`src/rtl/fbindct_wb_ctrl.sv`:
```
// fbindct_wb_ctrl -- DCT row write-back controller.
//
// Purpose:
//   Queues rows of DCT coefficients in a 2-entry row FIFO. Each row is written
//   to a BRAM port as WPR = ROW_DIM*COEF_WIDTH/DATA_WIDTH consecutive words.
//   After ROWS_PER_FRAME rows the output buffer flips between A and B and
//   ps_irq toggles.
//
// Ports:
//   clk, rst_n          - single clock, asynchronous active-low reset
//   dct_valid, dct_coef - row strobe and packed coefficients (coef 0 in LSBs)
//   frame_start,buf_sel - restart the frame into buffer A (0) or B (1); only
//                         taken while busy is low
//   bram_addr/wrdata/en/we - write-only BRAM port, driven during WRITE only
//   ps_irq              - toggles once per completed frame
//   busy                - FSM active or a row still queued
//   wb_ovf              - sticky row-drop flag (only with FBINDCT_WB_OVF_EN)
//
// Configuration macro: FBINDCT_WB_OVF_EN adds the wb_ovf output.

module fbindct_wb_ctrl #(
  parameter int DATA_WIDTH     = 32,
  parameter int ADDR_WIDTH     = 13,
  parameter int ROW_DIM        = 8,
  parameter int COEF_WIDTH     = 16,
  parameter int ROWS_PER_FRAME = 256,
  parameter logic [ADDR_WIDTH-1:0] OUT_BASE_A = 13'h0800,
  parameter logic [ADDR_WIDTH-1:0] OUT_BASE_B = 13'h0C00
) (
  input  logic                          clk,
  input  logic                          rst_n,
  input  logic                          dct_valid,
  input  logic [ROW_DIM*COEF_WIDTH-1:0] dct_coef,
  input  logic                          frame_start,
  input  logic                          buf_sel,
  output logic [ADDR_WIDTH-1:0]         bram_addr,
  output logic [DATA_WIDTH-1:0]         bram_wrdata,
  output logic                          bram_en,
  output logic                          bram_we,
  output logic                          ps_irq,
`ifdef FBINDCT_WB_OVF_EN
  output logic                          wb_ovf,
`endif
  output logic                          busy
);

  localparam int ROW_W = ROW_DIM * COEF_WIDTH;
  localparam int WPR   = ROW_W / DATA_WIDTH;
  localparam int WC_W  = (WPR > 1) ? $clog2(WPR) : 1;
  localparam int RC_W  = (ROWS_PER_FRAME > 1) ? $clog2(ROWS_PER_FRAME) : 1;

  // A row must split into a whole number of BRAM words.
  if ((ROW_W % DATA_WIDTH) != 0) begin : g_wpr_check
    $fatal(1, "fbindct_wb_ctrl: ROW_DIM*COEF_WIDTH must be a multiple of DATA_WIDTH");
  end

  typedef enum logic [1:0] {
    IDLE  = 2'd0,
    WRITE = 2'd1,
    DONE  = 2'd2
  } state_t;

  state_t                  state_q, state_d;
  logic [ROW_W-1:0]        mem_q [2];
  logic [ROW_W-1:0]        mem_d [2];
  logic                    wr_ptr_q, wr_ptr_d;
  logic                    rd_ptr_q, rd_ptr_d;
  logic [1:0]              cnt_q, cnt_d;
  logic [WC_W-1:0]         word_cnt_q, word_cnt_d;
  logic [RC_W-1:0]         row_cnt_q, row_cnt_d;
  logic                    buf_q, buf_d;
  logic                    ps_irq_q, ps_irq_d;
  logic                    busy_q, busy_d;
  logic                    bram_en_q, bram_en_d;
  logic [ADDR_WIDTH-1:0]   bram_addr_q, bram_addr_d;
  logic [DATA_WIDTH-1:0]   bram_wrdata_q, bram_wrdata_d;
  logic                    full_s, pop_s, push_s;
  logic [ROW_W-1:0]        head_s;
  logic [ADDR_WIDTH-1:0]   base_s;
`ifdef FBINDCT_WB_OVF_EN
  logic                    ovf_q, ovf_d;
  logic                    drop_s;
`endif

  // Next-state logic: FIFO, FSM, frame control and the registered BRAM port.
  always_comb begin
    state_d       = state_q;
    mem_d         = mem_q;
    wr_ptr_d      = wr_ptr_q;
    rd_ptr_d      = rd_ptr_q;
    cnt_d         = cnt_q;
    word_cnt_d    = word_cnt_q;
    row_cnt_d     = row_cnt_q;
    buf_d         = buf_q;
    ps_irq_d      = ps_irq_q;
    bram_en_d     = 1'b0;
    bram_addr_d   = {ADDR_WIDTH{1'b0}};
    bram_wrdata_d = {DATA_WIDTH{1'b0}};
    head_s        = {ROW_W{1'b0}};
    base_s        = OUT_BASE_A;

    full_s = (cnt_q == 2'd2);
    pop_s  = (state_q == WRITE) && (word_cnt_q == WC_W'(WPR - 1));
    // A full FIFO still takes the row if the head leaves on this edge.
    push_s = dct_valid && (!full_s || pop_s);

    if (push_s) begin
      mem_d[wr_ptr_q] = dct_coef;
      wr_ptr_d        = ~wr_ptr_q;
    end else begin
      wr_ptr_d = wr_ptr_q;
    end

    if (pop_s) begin
      rd_ptr_d = ~rd_ptr_q;
    end else begin
      rd_ptr_d = rd_ptr_q;
    end

    case ({push_s, pop_s})
      2'b10:   cnt_d = cnt_q + 2'd1;
      2'b01:   cnt_d = cnt_q - 2'd1;
      default: cnt_d = cnt_q;
    endcase

    case (state_q)
      IDLE: begin
        if (cnt_q != 2'd0) begin
          state_d    = WRITE;
          word_cnt_d = {WC_W{1'b0}};
        end else begin
          state_d = IDLE;
        end
      end
      WRITE: begin
        if (pop_s) begin
          word_cnt_d = {WC_W{1'b0}};
          row_cnt_d  = row_cnt_q + RC_W'(1);
          if (row_cnt_q == RC_W'(ROWS_PER_FRAME - 1)) begin
            state_d = DONE;
          end else if (cnt_q == 2'd2) begin
            // Only rows queued before this edge continue back-to-back.
            state_d = WRITE;
          end else begin
            state_d = IDLE;
          end
        end else begin
          word_cnt_d = word_cnt_q + WC_W'(1);
        end
      end
      DONE: begin
        ps_irq_d  = ~ps_irq_q;
        row_cnt_d = {RC_W{1'b0}};
        buf_d     = ~buf_q;
        state_d   = IDLE;
      end
      default: begin
        state_d = IDLE;
      end
    endcase

    // Not busy implies IDLE with an empty FIFO, so nothing else touches
    // row_cnt or the buffer select this cycle.
    if (frame_start && !busy_q) begin
      buf_d     = buf_sel;
      row_cnt_d = {RC_W{1'b0}};
    end else begin
      buf_d = buf_d;
    end

    // BRAM outputs are registered, so they are built from next-cycle values.
    if (state_d == WRITE) begin
      base_s        = buf_d ? OUT_BASE_B : OUT_BASE_A;
      head_s        = mem_d[rd_ptr_d];
      bram_en_d     = 1'b1;
      bram_addr_d   = base_s + (ADDR_WIDTH'(row_cnt_d) * ADDR_WIDTH'(WPR))
                      + ADDR_WIDTH'(word_cnt_d);
      bram_wrdata_d = head_s[int'(word_cnt_d) * DATA_WIDTH +: DATA_WIDTH];
    end else begin
      bram_en_d     = 1'b0;
      bram_addr_d   = {ADDR_WIDTH{1'b0}};
      bram_wrdata_d = {DATA_WIDTH{1'b0}};
    end

    busy_d = (state_d != IDLE) || (cnt_d != 2'd0);
  end

`ifdef FBINDCT_WB_OVF_EN
  // Sticky drop flag, cleared by an honoured frame_start.
  always_comb begin
    drop_s = dct_valid && full_s && !pop_s;
    if (drop_s) begin
      ovf_d = 1'b1;
    end else if (frame_start && !busy_q) begin
      ovf_d = 1'b0;
    end else begin
      ovf_d = ovf_q;
    end
  end

  // Overflow flag register.
  always_ff @(posedge clk or negedge rst_n) begin
    if (!rst_n) begin
      ovf_q <= 1'b0;
    end else begin
      ovf_q <= ovf_d;
    end
  end

  assign wb_ovf = ovf_q;
`endif

  // State, FIFO and output registers.
  always_ff @(posedge clk or negedge rst_n) begin
    if (!rst_n) begin
      state_q       <= IDLE;
      mem_q[0]      <= {ROW_W{1'b0}};
      mem_q[1]      <= {ROW_W{1'b0}};
      wr_ptr_q      <= 1'b0;
      rd_ptr_q      <= 1'b0;
      cnt_q         <= 2'd0;
      word_cnt_q    <= {WC_W{1'b0}};
      row_cnt_q     <= {RC_W{1'b0}};
      buf_q         <= 1'b0;
      ps_irq_q      <= 1'b0;
      busy_q        <= 1'b0;
      bram_en_q     <= 1'b0;
      bram_addr_q   <= {ADDR_WIDTH{1'b0}};
      bram_wrdata_q <= {DATA_WIDTH{1'b0}};
    end else begin
      state_q       <= state_d;
      mem_q[0]      <= mem_d[0];
      mem_q[1]      <= mem_d[1];
      wr_ptr_q      <= wr_ptr_d;
      rd_ptr_q      <= rd_ptr_d;
      cnt_q         <= cnt_d;
      word_cnt_q    <= word_cnt_d;
      row_cnt_q     <= row_cnt_d;
      buf_q         <= buf_d;
      ps_irq_q      <= ps_irq_d;
      busy_q        <= busy_d;
      bram_en_q     <= bram_en_d;
      bram_addr_q   <= bram_addr_d;
      bram_wrdata_q <= bram_wrdata_d;
    end
  end

  assign bram_en     = bram_en_q;
  assign bram_we     = bram_en_q;
  assign bram_addr   = bram_addr_q;
  assign bram_wrdata = bram_wrdata_q;
  assign ps_irq      = ps_irq_q;
  assign busy        = busy_q;

endmodule

```
`config.mk`:
```
export PLATFORM = sky130hd
export DESIGN_NAME = fbindct_wb_ctrl
export DESIGN_NICKNAME = d
export VERILOG_FILES = /design/src/rtl/fbindct_wb_ctrl.sv
export SDC_FILE = /design/constraint.sdc
export NUM_CORES = 1
export LEC_CHECK = 0
export ABC_AREA = 1
export CAP_MARGIN = 40
export CORE_MARGIN = 5
export CORE_UTILIZATION = 50
export CTS_CLUSTER_SIZE = 28
export DETAILED_ROUTE_END_ITERATION = 16
export PLACE_DENSITY = 0.74
export SLEW_MARGIN = 40
export SYNTH_ARGS = -nofsm -noshare
export SYNTH_HDL_FRONTEND = slang
export SYNTH_SLANG_ARGS = --single-unit
```
`constraint.sdc`:
```
create_clock -name clk -period 2.55 [get_ports clk]
set_input_delay 0.6375 -clock clk [delete_from_list [all_inputs] [get_ports clk]]
set_output_delay 0.6375 -clock clk [all_outputs]
set_load 0.05 [all_outputs]
```
# Word-level counts from Yosys, hierarchy flattened
# Cells that the tools add are included.
op_classes:
  n_reduce_logical: 12
  n_eq_ne: 8
  n_shift: 1
  add_sub_neg: 6
  bitwise: 6
  order_cmp: 3
  n_mux: 26
ops:
  columns: ["operator", "count"]
  rows:
  - ["two-way mux 128 bit", 4]
  - ["bitwise mux 256 bit", 1]
  - ["two-way mux 256 bit", 1]
  - ["demux 128 bit (select 1 bit)", 1]
  - ["indexed part select 128 x 8 -> 32 bit", 1]
  - ["two-way mux 32 bit", 1]
  - ["two-way mux 8 bit", 2]
  - ["case mux 8 bit (2 select lines)", 1]
  - ["adder 12 x 10 -> 13 bit", 1]
  - ["adder 13 x 2 -> 13 bit", 1]
  - ["two-way mux 13 bit", 1]
  - ["case mux 2 bit (2 select lines)", 3]
  - ["two-way mux 11 bit", 1]
  - ["adder 8 x 1 -> 8 bit, second input constant", 1]
  - ["equality test 2 bit, second input constant", 4]
  - ["equality test 8 bit, second input constant", 1]
  - ["two-way mux 2 bit", 4]
  - ["equality test 2 x 1 -> 1 bit, second input constant", 3]
  - ["two-way mux 1 bit", 6]
  - ["nonzero test 2 bit", 3]
  - ["adder 2 x 1 -> 2 bit, second input constant", 2]
  - [">= comparator 2 bit, second input constant", 2]
  - ["logical AND 1 bit", 4]
  - ["NOT 1 bit", 4]
  - ["6 further kinds", 9]
word_totals:
  input_bits: 133
  out_inout_bits: 49
  wordCells: 76
  regBits: 321

# Depth between registers and ports, before layout
# Gate-level depths: netlist of the first run.
depth:
  ltp_word: 12
  depth_mapped: 14
  depth_no_buf: 12

# Worst setup path before layout of the first run
# OpenSTA, ideal clock, no wires.
synth_path:
  path_kind: "reg-to-reg"
  from: "reg word_cnt_q[0]"
  to: "reg busy_q (netlist: busy)"
  required_ns: 2.426
  period_less_slack_ns: 2.564
  path_buffers: 3
  arrival_ns: 2.440
  setup_slack_ns: -0.014
  setup_time_ns: 0.124
  stages_incl_launch_ff: 14
  cell_sequence: "dfrtp_1 -> ha_1 -> nand2_2 -> nand3_2 -> nand2_2 -> buf_2 -> buf_2 -> buf_2 -> ha_1 -> a21oi_1 -> o21ai_0 -> xor2_1 -> nor3_1 -> nand2_1"
synth_between:
  elab_chain_len: 8
  elab_cells_between_ends: 12
  cone_classes: "3 x eq/ne; 3 x mux; 6 x reduce/logical"
synth_lines:
  columns: ["element", "line_no", "rtl"]
  rows:
  - ["start: declaration", "69", "logic [WC_W-1:0] word_cnt_q, word_cnt_d;"]
  - ["start signal: assignment", "222", "word_cnt_q <= {WC_W{1'b0}};"]
  - ["start signal: assignment", "237", "word_cnt_q <= word_cnt_d;"]
  - ["equality test 2 bit *", "103", "pop_s = (state_q == WRITE) && (word_cnt_q == WC_W'(WPR - 1));"]
  - ["logical AND 1 bit *", "103", null]
  - ["logical OR 1 bit", "105", "push_s = dct_valid && (!full_s || pop_s);"]
  - ["logical AND 1 bit", "105", null]
  - ["equality test 2 x 1 -> 1 bit or equality test 2 bit (tied branches)", "120", "case ({push_s, pop_s})"]
  - ["case mux 2 bit (2 select lines) *", "120", null]
  - ["via cnt_d[1]", "68", "logic [1:0] cnt_q, cnt_d;"]
  - ["nonzero test 2 bit *", "185", "busy_d = (state_d != IDLE) || (cnt_d != 2'd0);"]
  - ["logical OR 1 bit *", "185", null]
  - ["via busy_d", "73", "logic busy_q, busy_d;"]
  - ["end signal: assignment", "241", "busy_q <= busy_d;"]
  - ["end: declaration", "73", null]
# The timed path passes the listed nets; every way through them passes the cells marked *.
# A chain may end at the register's enable or synchronous reset.

# Worst setup path after layout of the first run
layout_path:
  from: "reg bram_wrdata_q[22] (netlist: bram_wrdata[22])"
  to: "out bram_wrdata[22]"
layout_lines:
  columns: ["element", "line_no", "rtl"]
  rows:
  - ["start: declaration", "76", "logic [DATA_WIDTH-1:0] bram_wrdata_q, bram_wrdata_d;"]
  - ["start signal: assignment", "229", "bram_wrdata_q <= {DATA_WIDTH{1'b0}};"]
  - ["start signal: assignment", "244", "bram_wrdata_q <= bram_wrdata_d;"]
  - ["end: declaration", "37", "output logic [DATA_WIDTH-1:0] bram_wrdata,"]
# No word-level cell between the ends.

==> results of run 1 <==
==> path summary, 6_finish.rpt <==
check / slack (ns) / endpoint / start / cells after the start
setup / recovery: 0.12 / bram_wrdata[22] / bram_wrdata[22]$_DFF_PN0_ / 1
hold / removal: 0.04 / mem_q[210]$_DFF_PN0_ / rst_n / 1
setup reg to reg: 0.13 / bram_wrdata[25]$_DFF_PN0_ / state_q[1]$_DFF_PN0_ / 13
hold reg to reg: 0.48 / ps_irq$_DFFE_PN0P_ / ps_irq$_DFFE_PN0P_ / 1
max in group asynchronous: 1.70 / mem_q[168]$_DFF_PN0_ / rst_n / 3
min in group clk: 0.48 / ps_irq$_DFFE_PN0P_ / ps_irq$_DFFE_PN0P_ / 1
==> logic make-up (layout without fill, tap and decap cells) <==
family                   Yosys count  in the layout  share of synthesized area (%)
flip-flops                       319            319                           44.4
adder cells (fa/ha/maj)            6              6                          0.418
buffers and inverters            677            840                           14.9
AND/OR/NAND/NOR                 1506           1506                           36.6
XOR/XNOR                           5              5                          0.244
AO/OA/AOI/OAI                     99             99                           3.40
other                              1              2                         0.0209
==> layout by cell type (no fill, tap or decap), types with 2 or more instances in the layout <==
master | synthesis | routed
a21oi_1 | 38 | 37
and2_1 | 107 | 107
buf_12 | 0 | 23
buf_4 | 11 | 31
buf_6 | 0 | 3
clkbuf_1 | 38 | 11
clkbuf_16 | 0 | 42
clkbuf_8 | 0 | 7
clkdlybuf4s50_1 | 0 | 178
clkinv_2 | 0 | 3
dfrtp_1 | 319 | 318
ha_1 | 6 | 5
inv_1 | 533 | 533
inv_2 | 3 | 2
nand2_1 | 846 | 844
nand2_2 | 2 | 2
nand3_1 | 481 | 480
nand4_1 | 2 | 2
nor2_1 | 48 | 46
nor2_2 | 2 | 3
nor2_4 | 1 | 2
nor3_1 | 10 | 10
nor4_1 | 5 | 5
o211ai_1 | 21 | 21
o21a_1 | 21 | 21
o21ai_0 | 16 | 15
xnor2_1 | 2 | 2
xor2_1 | 3 | 2
==> power breakdown <==
part / leakage [nW] / switching [mW] / internal (mW)
registers: 3.54 / 0.736 / 7.32
logic: 7.97 / 12.0 / 6.41
clock network: 0.595 / 2.09 / 3.22
==> per-stage QoR <==
| step | power, mW | worst slack (ns) | hold WS (ns) | cells |
|---|---|---|---|---|
| finish | 31.8 | 0.121 | 0.0444 | 3238 |
| floorplan | 20.6 | 0.0265 | 0.342 | 2613 |
| global route | 34.3 | -0.0105 | 0.0668 | 3238 |
| global placement | 25.7 | 0.109 | 0.457 | 3168 |
| detailed placement | 26.2 | 0.0202 | 0.464 | 3168 |
| CTS | 31.7 | 0.0646 | 0.0540 | 3233 |
==> state kept, by name, indices dropped and copies added (netlist names), 2 cells and up <==
name         count
word_cnt_q       2
row_cnt_q        8
cnt_q            2
bram_wrdata     32
bram_addr       12
mem_q          256
state_q          2
==> layout make-up <==
class                      count  share of cell area (%)
sequential                   319                    36.7
multi-input combinational   1617                    34.0
timing repair buffer         239                    11.8
inverter                     537                    9.26
clock buffer                  59                    5.34
tap                          461                    2.65
clock inverter                 5                   0.241
antenna                        1                  0.0115
==> per-layer routing <==
layer / global-route usage (%) / wire [um]
met5: 0 / 53
met4: 9.13 / 1690
met3: 3.96 / 3750
met2: 43.4 / 24900
met1: 34.2 / 21400
==> repair_timing <==
item | 4_1_cts | 5_1_grt
pin swaps | 0 | 2
cloned | 1 | 1
setup endpoints to repair | 1 | 31
resized for setup | 0 | 9
setup buffers | 0 | 3
==> impl_metrics.tcl, run 1 <==
set metrics [dict create \
    drc 0 \
    grt_max_degree 99 \
    syn_area_um2 18000 \
    yosys-top-cells-count "nand2_1 (846), inv_1 (533), nand3_1 (481), dfrtp_1 (319), and2_1 (107)" \
    fillers 3122 \
    ioPinCount 182 \
    status "completed" \
    area_delta_synth_final_pct 21.2 \
    clock_sinks 319 \
    grt_pass1_wl_um 83500 \
    cp_slowest_cell "clkdlybuf4s50_1" \
    finalSetupViolations 0 \
    post-route-min-period_ns 2.43 \
    finalHoldViolations 0 \
    grt_util_all_layers_pct 25.8 \
    core_um2 35500 \
    required_ns 1.91 \
    row_count 69 \
    portBuffers 180 \
    cp-end-kind "output port" \
    start_util_pct 50.6 \
    die-area_um2 39800 \
    ys_seq_elements 319 \
    hp-class "input pin to asynchronous set/reset pin" \
    fin_area_um2 21800 \
    grt_overflow_total 0 \
    clk_pin_slew_ns 0.06 \
    ys_types 31 \
    vdd_drop_max_mv 1.05 \
    setup_tns_ns 0 \
    synth.area.top_cells "dfrtp_1 (44%), nand2_1 (18%), nand3_1 (13%)" \
    synthCells 2613 \
    multi_input_area_um2 7400 \
    slew_headroom_pct 64.8 \
    post_dp_cell_area_um2 20500 \
    die_width_um 200 \
    grt_pass1_vias 16600 \
    ys_seq_area_share_pct 44.4 \
    yosysTopAreaCell "dfrtp_1" \
    worstPathCellList "clkdlybuf4s50_1" \
    worstSkewPairLatency_ns 0.52 \
    cts_buffer_depth 3 \
    tritoncts "yes" \
    drive_above_1_share_pct 4.83 \
    cpLargestDelayFamily "buffers and inverters" \
    vias_per_cell 5.17 \
    fmax_mhz 412 \
    yosysTopAreaCellShare_pct 44.4 \
    p_leak_nw 12.1 \
    drtIter0Drc 1611 \
    antenna_found_initial 4 \
    synth_nets 2752 \
    drv_slew 0 \
    synth_edf_count 0 \
    cts.htree.levels 2 \
    num_vias 16700 \
    cp_max_fo 1 \
    cts_root_buf "clkbuf_16" \
    regArea_um2 7990 \
    final_core_util_pct 61.4 \
    tightestPinTransition_ns 0.526 \
    cts_made_buffers 38 \
    cp.arrival_ns 1.79 \
    fin_nets 2891 \
    crit_type "register to output port" \
    synth_warnings 0 \
    ys.flop_type "dfrtp_1" \
    wirelength_um 51800 \
    async_flop_share_pct 100 \
    dpl.hpwl_um 33500 \
    hold_buffers 0 \
    yosysMostFrequentCell "nand2_1" \
    fin_skew_ns 0.0119 \
    dr.pass1.iters 7 \
    gp_congestion 0.883 \
    critPathBufInv 1 \
    power_density_nw_per_um2 1460 \
    syn_avg_cell_area_um2 6.88 \
    worstSetupStartpointType "register" \
    final.period_utilization_pct 95.3 \
    cap_violations 0 \
    critPathMaxStageDelay_ns 0.84 \
    ant_nets 0 \
    die_h_um 200 \
    routedWlPerCell_um 16.0 \
]
Note: power is estimated with default switching activity, not from simulation.
==> run 2, diff against run 1 <==
--- a/config.mk
+++ b/config.mk
@@ -7,10 +7,12 @@
 export LEC_CHECK = 0
 export ABC_AREA = 1
 export CAP_MARGIN = 40
+export CORE_ASPECT_RATIO = 0.5
 export CORE_MARGIN = 5
 export CORE_UTILIZATION = 50
 export CTS_CLUSTER_SIZE = 28
 export DETAILED_ROUTE_END_ITERATION = 16
+export GPL_TIMING_DRIVEN = 0
 export PLACE_DENSITY = 0.74
 export SLEW_MARGIN = 40
 export SYNTH_ARGS = -nofsm -noshare
==> run 2 against run 1 <==
Net effect: global-route usage shrank 0.46 points; critical path type is now register to register; highest routed layer is now met4; maximum frequency shrank 0.46%; largest power group unchanged; register-to-register slack worse by 0.02 ns; sequential power fell by 1%; critical endpoint is now bram_wrdata[21]$_DFF_PN0_; worst hold slack improved by 0.42 ns; routed wire length hardly changed; design area down 0.99%; flip-flop and latch count unchanged.
==> impl_metrics.tcl, run 2 (same netlist as run 1, synthesis figures left out) <==
set metrics [dict create \
    final.period_utilization_pct 95.7 \
    drc 0 \
    drv_slew 0 \
    core_um2 35700 \
    post-route-min-period_ns 2.44 \
    largest-register "mem_q" \
    grt_util_all_layers_pct 25.4 \
    worstSetupStartpointType "register" \
    slew_headroom_pct 59.1 \
    cts_buffer_depth 3 \
    critPathBufInv 4 \
    multi_input_area_um2 7370 \
    post_dp_cell_area_um2 20500 \
    mostFrequentLayoutCell "nand2_1" \
    drtIter0Drc 1629 \
    antenna_found_initial 2 \
    required_ns 3.06 \
    fmax_mhz 410 \
    status "completed" \
    grt_overflow_total 0 \
    final_core_util_pct 60.4 \
    cp_slowest_cell "dfrtp_1" \
    finalNonFillerCells 3341 \
    hp-class "register to register" \
    num_vias 16800 \
    fin_skew_ns 0.0148 \
    p_leak_nw 12.1 \
    start_util_pct 50.4 \
    die_h_um 144 \
    finalHoldViolations 0 \
    worstPathCellList "inv_1, ha_2, nand2_2, xor2_1, inv_2, buf_2, buf_2, nand3_1, nand3_1, nand3_1, nand2_1" \
    cts.htree.levels 1 \
    grt_pass1_vias 15900 \
    clk_pin_slew_ns 0.07 \
    grt_pass1_wl_um 82100 \
    vias_per_cell 5.02 \
    cp.arrival_ns 2.95 \
    cts_root_buf "clkbuf_16" \
    clock_sinks 319 \
    final_cell_mix "nand2_1 (843), inv_1 (533), nand3_1 (481), dfrtp_1 (319), clkdlybuf4s50_1 (176)" \
    fin_area_um2 21600 \
    fin_nets 2972 \
    dpl.hpwl_um 37700 \
    cpLargestDelayFamily "buffers and inverters" \
    drive_above_1_share_pct 5.88 \
    finalSetupViolations 0 \
    cap_violations 0 \
    gp_congestion 0.853 \
    ioPinCount 182 \
    fillers 3272 \
    vdd_drop_max_mv 0.835 \
    dr.pass1.iters 6 \
    cp-end-kind "register" \
    critPathMaxStageDelay_ns 0.39 \
    die-area_um2 40100 \
    cp_common_cell "nand3_1" \
    largest_reg_flops 256 \
    tightestPinTransition_ns 0.614 \
    grt_max_degree 74 \
    crit_type "register to register" \
    grt_setup_unrepaired "true" \
    routedWlPerCell_um 15.5 \
    area_delta_synth_final_pct 20.0 \
    wirelength_um 51900 \
    tritoncts "yes" \
    cts_made_buffers 31 \
    dp.cells 3280 \
    die_width_um 278 \
    portBuffers 179 \
    row_count 49 \
    cp_max_fo 10 \
    power_density_nw_per_um2 1450 \
    regArea_um2 7980 \
    ant_nets 0 \
    worstSkewPairLatency_ns 0.58 \
]
[run 2: cell count changes in the layout (fill, tap and decap cells not counted), sizes merged]
cell / delta
clkbuf: +36
buf: +35
clkinv: +5
clkdlybuf4s50: -2
dlymetal6s2s: +2
inv: +2
bufinv: -1
clkinvlp: +1
diode: +1
dlygate4sd3: +1
[run 2: metrics by stage]
stage / worst slack, ns / setup TNS, ns / hold slack [ns] / power (mW)
global placement: -13.52 / -4299.07 / 0.455 / 26.0
finish: 0.110 / 0 / 0.468 / 31.2
floorplan: 0.0265 / 0 / 0.342 / 20.6
detailed placement: -0.563 / -2.87 / 0.457 / 26.3
CTS: 0.0106 / 0 / 0.473 / 30.8
global route: -0.0361 / -0.0361 / 0.485 / 33.7
[run 2: final timing paths]
path	slack, ns	start	depth (start not counted)	end
min in group asynchronous	0.57	rst_n	2	mem_q[227]$_DFF_PN0_
worst min register to register	0.47	ps_irq$_DFFE_PN0P_	1	ps_irq$_DFFE_PN0P_
max in group asynchronous	0.54	rst_n	5	mem_q[52]$_DFF_PN0_
worst min-delay path	0.47	ps_irq$_DFFE_PN0P_	1	ps_irq$_DFFE_PN0P_
worst max-delay path	0.11	state_q[1]$_DFF_PN0_	11	bram_wrdata[21]$_DFF_PN0_
worst max register to register	0.11	state_q[1]$_DFF_PN0_	11	bram_wrdata[21]$_DFF_PN0_
[run 2: final cells by class]
| cell class | instances | share of cell area, % |
|---|---|---|
| antenna | 2 | 0.0232 |
| clock buffer | 43 | 3.94 |
| sequential | 319 | 37.0 |
| multi-input combinational | 1617 | 34.2 |
| inverter | 537 | 9.35 |
| tap | 484 | 2.81 |
| buffer | 138 | 3.27 |
| clock inverter | 12 | 0.348 |
| timing repair buffer | 189 | 9.08 |
[run 2: where the power goes]
part / switching [mW] / internal [mW] / total, mW
Sequential: 0.643 / 7.31 / 7.95
Clock: 2.05 / 2.33 / 4.38
Combinational: 12.7 / 6.16 / 18.9
[run 2: per-layer routing]
| metal | GRT usage (%) | up-vias | wire (um) |
|---|---|---|---|
| li1 | - | 8337 | - |
| met1 | 34.7 | 7762 | 22500 |
| met2 | 42.3 | 541 | 24400 |
| met3 | 3.18 | 117 | 3010 |
| met4 | 9.46 | 0 | 1930 |
| met5 | 0 | - | 0 |
[run 2: what timing repair did]
item | in CTS | in global routing
hold buffers | 1 | 0
buffers inserted | 0 | 5
setup endpoints to repair | 35 | 35
hold endpoints to repair | 54 | 0
pin swaps | 1 | 3
gates resized for setup | 12 | 37
==> run 3, diff against run 2 <==
--- a/config.mk
+++ b/config.mk
@@ -6,14 +6,14 @@
 export NUM_CORES = 1
 export LEC_CHECK = 0
 export ABC_AREA = 1
+export ABC_CLOCK_PERIOD_IN_PS = 2900
 export CAP_MARGIN = 40
 export CORE_ASPECT_RATIO = 0.5
 export CORE_MARGIN = 5
 export CORE_UTILIZATION = 50
-export CTS_CLUSTER_SIZE = 28
 export DETAILED_ROUTE_END_ITERATION = 16
 export GPL_TIMING_DRIVEN = 0
-export PLACE_DENSITY = 0.74
+export PLACE_DENSITY = 0.72
 export SLEW_MARGIN = 40
 export SYNTH_ARGS = -nofsm -noshare
 export SYNTH_HDL_FRONTEND = slang
==> constraint.sdc (replaced) <==
create_clock -name clk -period 2.9 [get_ports clk]
set_input_delay 0.725 -clock clk [delete_from_list [all_inputs] [get_ports clk]]
set_output_delay 0.725 -clock clk [all_outputs]
set_load 0.05 [all_outputs]
==> run 3 against run 2 <==
Net effect: sequential share of layout area rose by 0.19 points; critical path depth unchanged; non-clock buffer count fell by 5; flip-flop and latch count unchanged; routed wire length rose by 0.63%; total power down 12%; global-route usage barely moved; worst setup slack better by 0.068 ns; clock power decreased by 9.4%; final cell count down 0.24%; design area shrank 0.52%; clock-buffer cell count increased by 5.
==> impl_metrics.tcl, run 3 (same netlist as run 1, synthesis figures left out) <==
set metrics [dict create \
    routedWlPerCell_um 15.7 \
    required_ns 3.36 \
    finalNonFillerCells 3333 \
    gp_congestion 0.885 \
    cts_buffer_depth 3 \
    total_power_mw 27.4 \
    hp-class "input pin to asynchronous set/reset pin" \
    cp-end-kind "register" \
    ioPinCount 182 \
    grt_overflow_total 0 \
    final.period_utilization_pct 93.9 \
    die_h_um 144 \
    finalSetupViolations 0 \
    crit_type "register to register" \
    cap_violations 0 \
    grt_util_all_layers_pct 25.4 \
    row_count 49 \
    largest_reg_flops 256 \
    drtIter0Drc 1487 \
    num_vias 16900 \
    cts.htree.levels 1 \
    cp_max_fo 10 \
    vias_per_cell 5.07 \
    dp.cells 3280 \
    fmax_mhz 367 \
    vdd_drop_max_mv 0.626 \
    ant_nets 0 \
    antenna_found_initial 0 \
    cts_made_buffers 30 \
    clock_sinks 319 \
    drv_slew 0 \
    clk_pin_slew_ns 0.06 \
    post-route-min-period_ns 2.72 \
    grt_pass1_wl_um 82100 \
    tightestPinTransition_ns 0.734 \
    cts_root_buf "clkbuf_16" \
    drc 0 \
    grt_max_degree 73 \
    fin_skew_ns 0.0108 \
    core_um2 35700 \
    die_width_um 278 \
    finalHoldViolations 0 \
    drive_above_1_share_pct 4.98 \
    slew_headroom_pct 51.1 \
    dpl.hpwl_um 37900 \
    antenna_cells 0 \
    worstSetupStartpointType "register" \
    wirelength_um 52200 \
    status "completed" \
    largest-register "mem_q" \
    start_util_pct 50.4 \
    area_delta_synth_final_pct 19.4 \
    worstSkewPairLatency_ns 0.58 \
    dr.pass1.iters 6 \
    p_leak_nw 12.0 \
    cp.arrival_ns 3.18 \
    die-area_um2 40100 \
    fin_nets 2966 \
    mostFrequentLayoutCell "nand2_1" \
    grt_setup_unrepaired "false" \
    hold_buffers 0 \
    portBuffers 179 \
    grt_pass1_vias 16000 \
    final_cell_mix "nand2_1 (846), inv_1 (533), nand3_1 (481), dfrtp_1 (319), clkdlybuf4s50_1 (178)" \
    power_density_nw_per_um2 1280 \
    tritoncts "yes" \
]
==> run 3: layer usage <==
layer	vias to the layer above	global-route usage (%)	wire length, um	share of wire, %
met5	-	0	0	0
met3	102	3.36	3220	6.2
met4	0	7.28	1580	3.0
met2	546	43.5	24800	48
met1	7920	34.4	22600	43
li1	8326	-	-	-
==> run 3: cell type report <==
type,count,area [um2]
Fill cell,3361,14200
Sequential cell,319,7980
Timing Repair Buffer,183,1910
Clock buffer,48,900
Buffer,139,658
Inverter,537,2020
Clock inverter,6,60.1
Tap cell,484,606
Multi-Input combinational cell,1617,7330
==> run 3: worst paths after layout <==
check	slack [ns]	endpoint	cells after the start	start
worst min-delay path	0.10	mem_q[64]$_DFF_PN0_	1	rst_n
min in group clk	0.48	ps_irq$_DFFE_PN0P_	1	ps_irq$_DFFE_PN0P_
worst min register to register	0.48	ps_irq$_DFFE_PN0P_	1	ps_irq$_DFFE_PN0P_
max in group asynchronous	1.38	mem_q[148]$_DFF_PN0_	4	rst_n
worst max register to register	0.18	bram_wrdata[28]$_DFF_PN0_	11	state_q[0]$_DFF_PN0_
worst max-delay path	0.18	bram_wrdata[28]$_DFF_PN0_	11	state_q[0]$_DFF_PN0_
==> run 3: timing repair <==
action	4_1_cts	5_1_grt
hold endpoints to repair	0	0
endpoints found under the setup margin	2	1
resized for setup	5	1
setup buffers	0	0
==> run 3: through the flow <==
step	worst slack, ns	hold slack, ns	TNS, ns	area (um2)	util [%]
final	0.178	0.101	0	21500	60.1
after global routing	0.0241	0.138	0	21500	60.1
after CTS	0.0650	0.113	0	21500	60.1
after detailed placement	-0.296	0.472	-0.361	20500	57.4
after global placement	-13.33	0.459	-4233.21	20400	57.1
after floorplan	0.336	0.429	0	18000	-
==> run 3: report_power, final <==
| group | internal (mW) | total (mW) | switching (mW) |
|---|---|---|---|
| sequential | 6.42 | 6.98 | 0.558 |
| clock | 2.20 | 3.97 | 1.77 |
| combinational | 5.25 | 16.4 | 11.2 |
==> run 3: critical path: stages, from the launching register on <==
cell and delay [ns]:
dfrtp_1 0.41, inv_1 0.11, ha_1 0.18, o21ai_0 0.11, nand2_1 0.12, nand2_1 0.05, o21ai_0 0.10, buf_2 0.39
buf_1 0.61, nand3_1 0.26, nand3_1 0.18, nand2_1 0.08
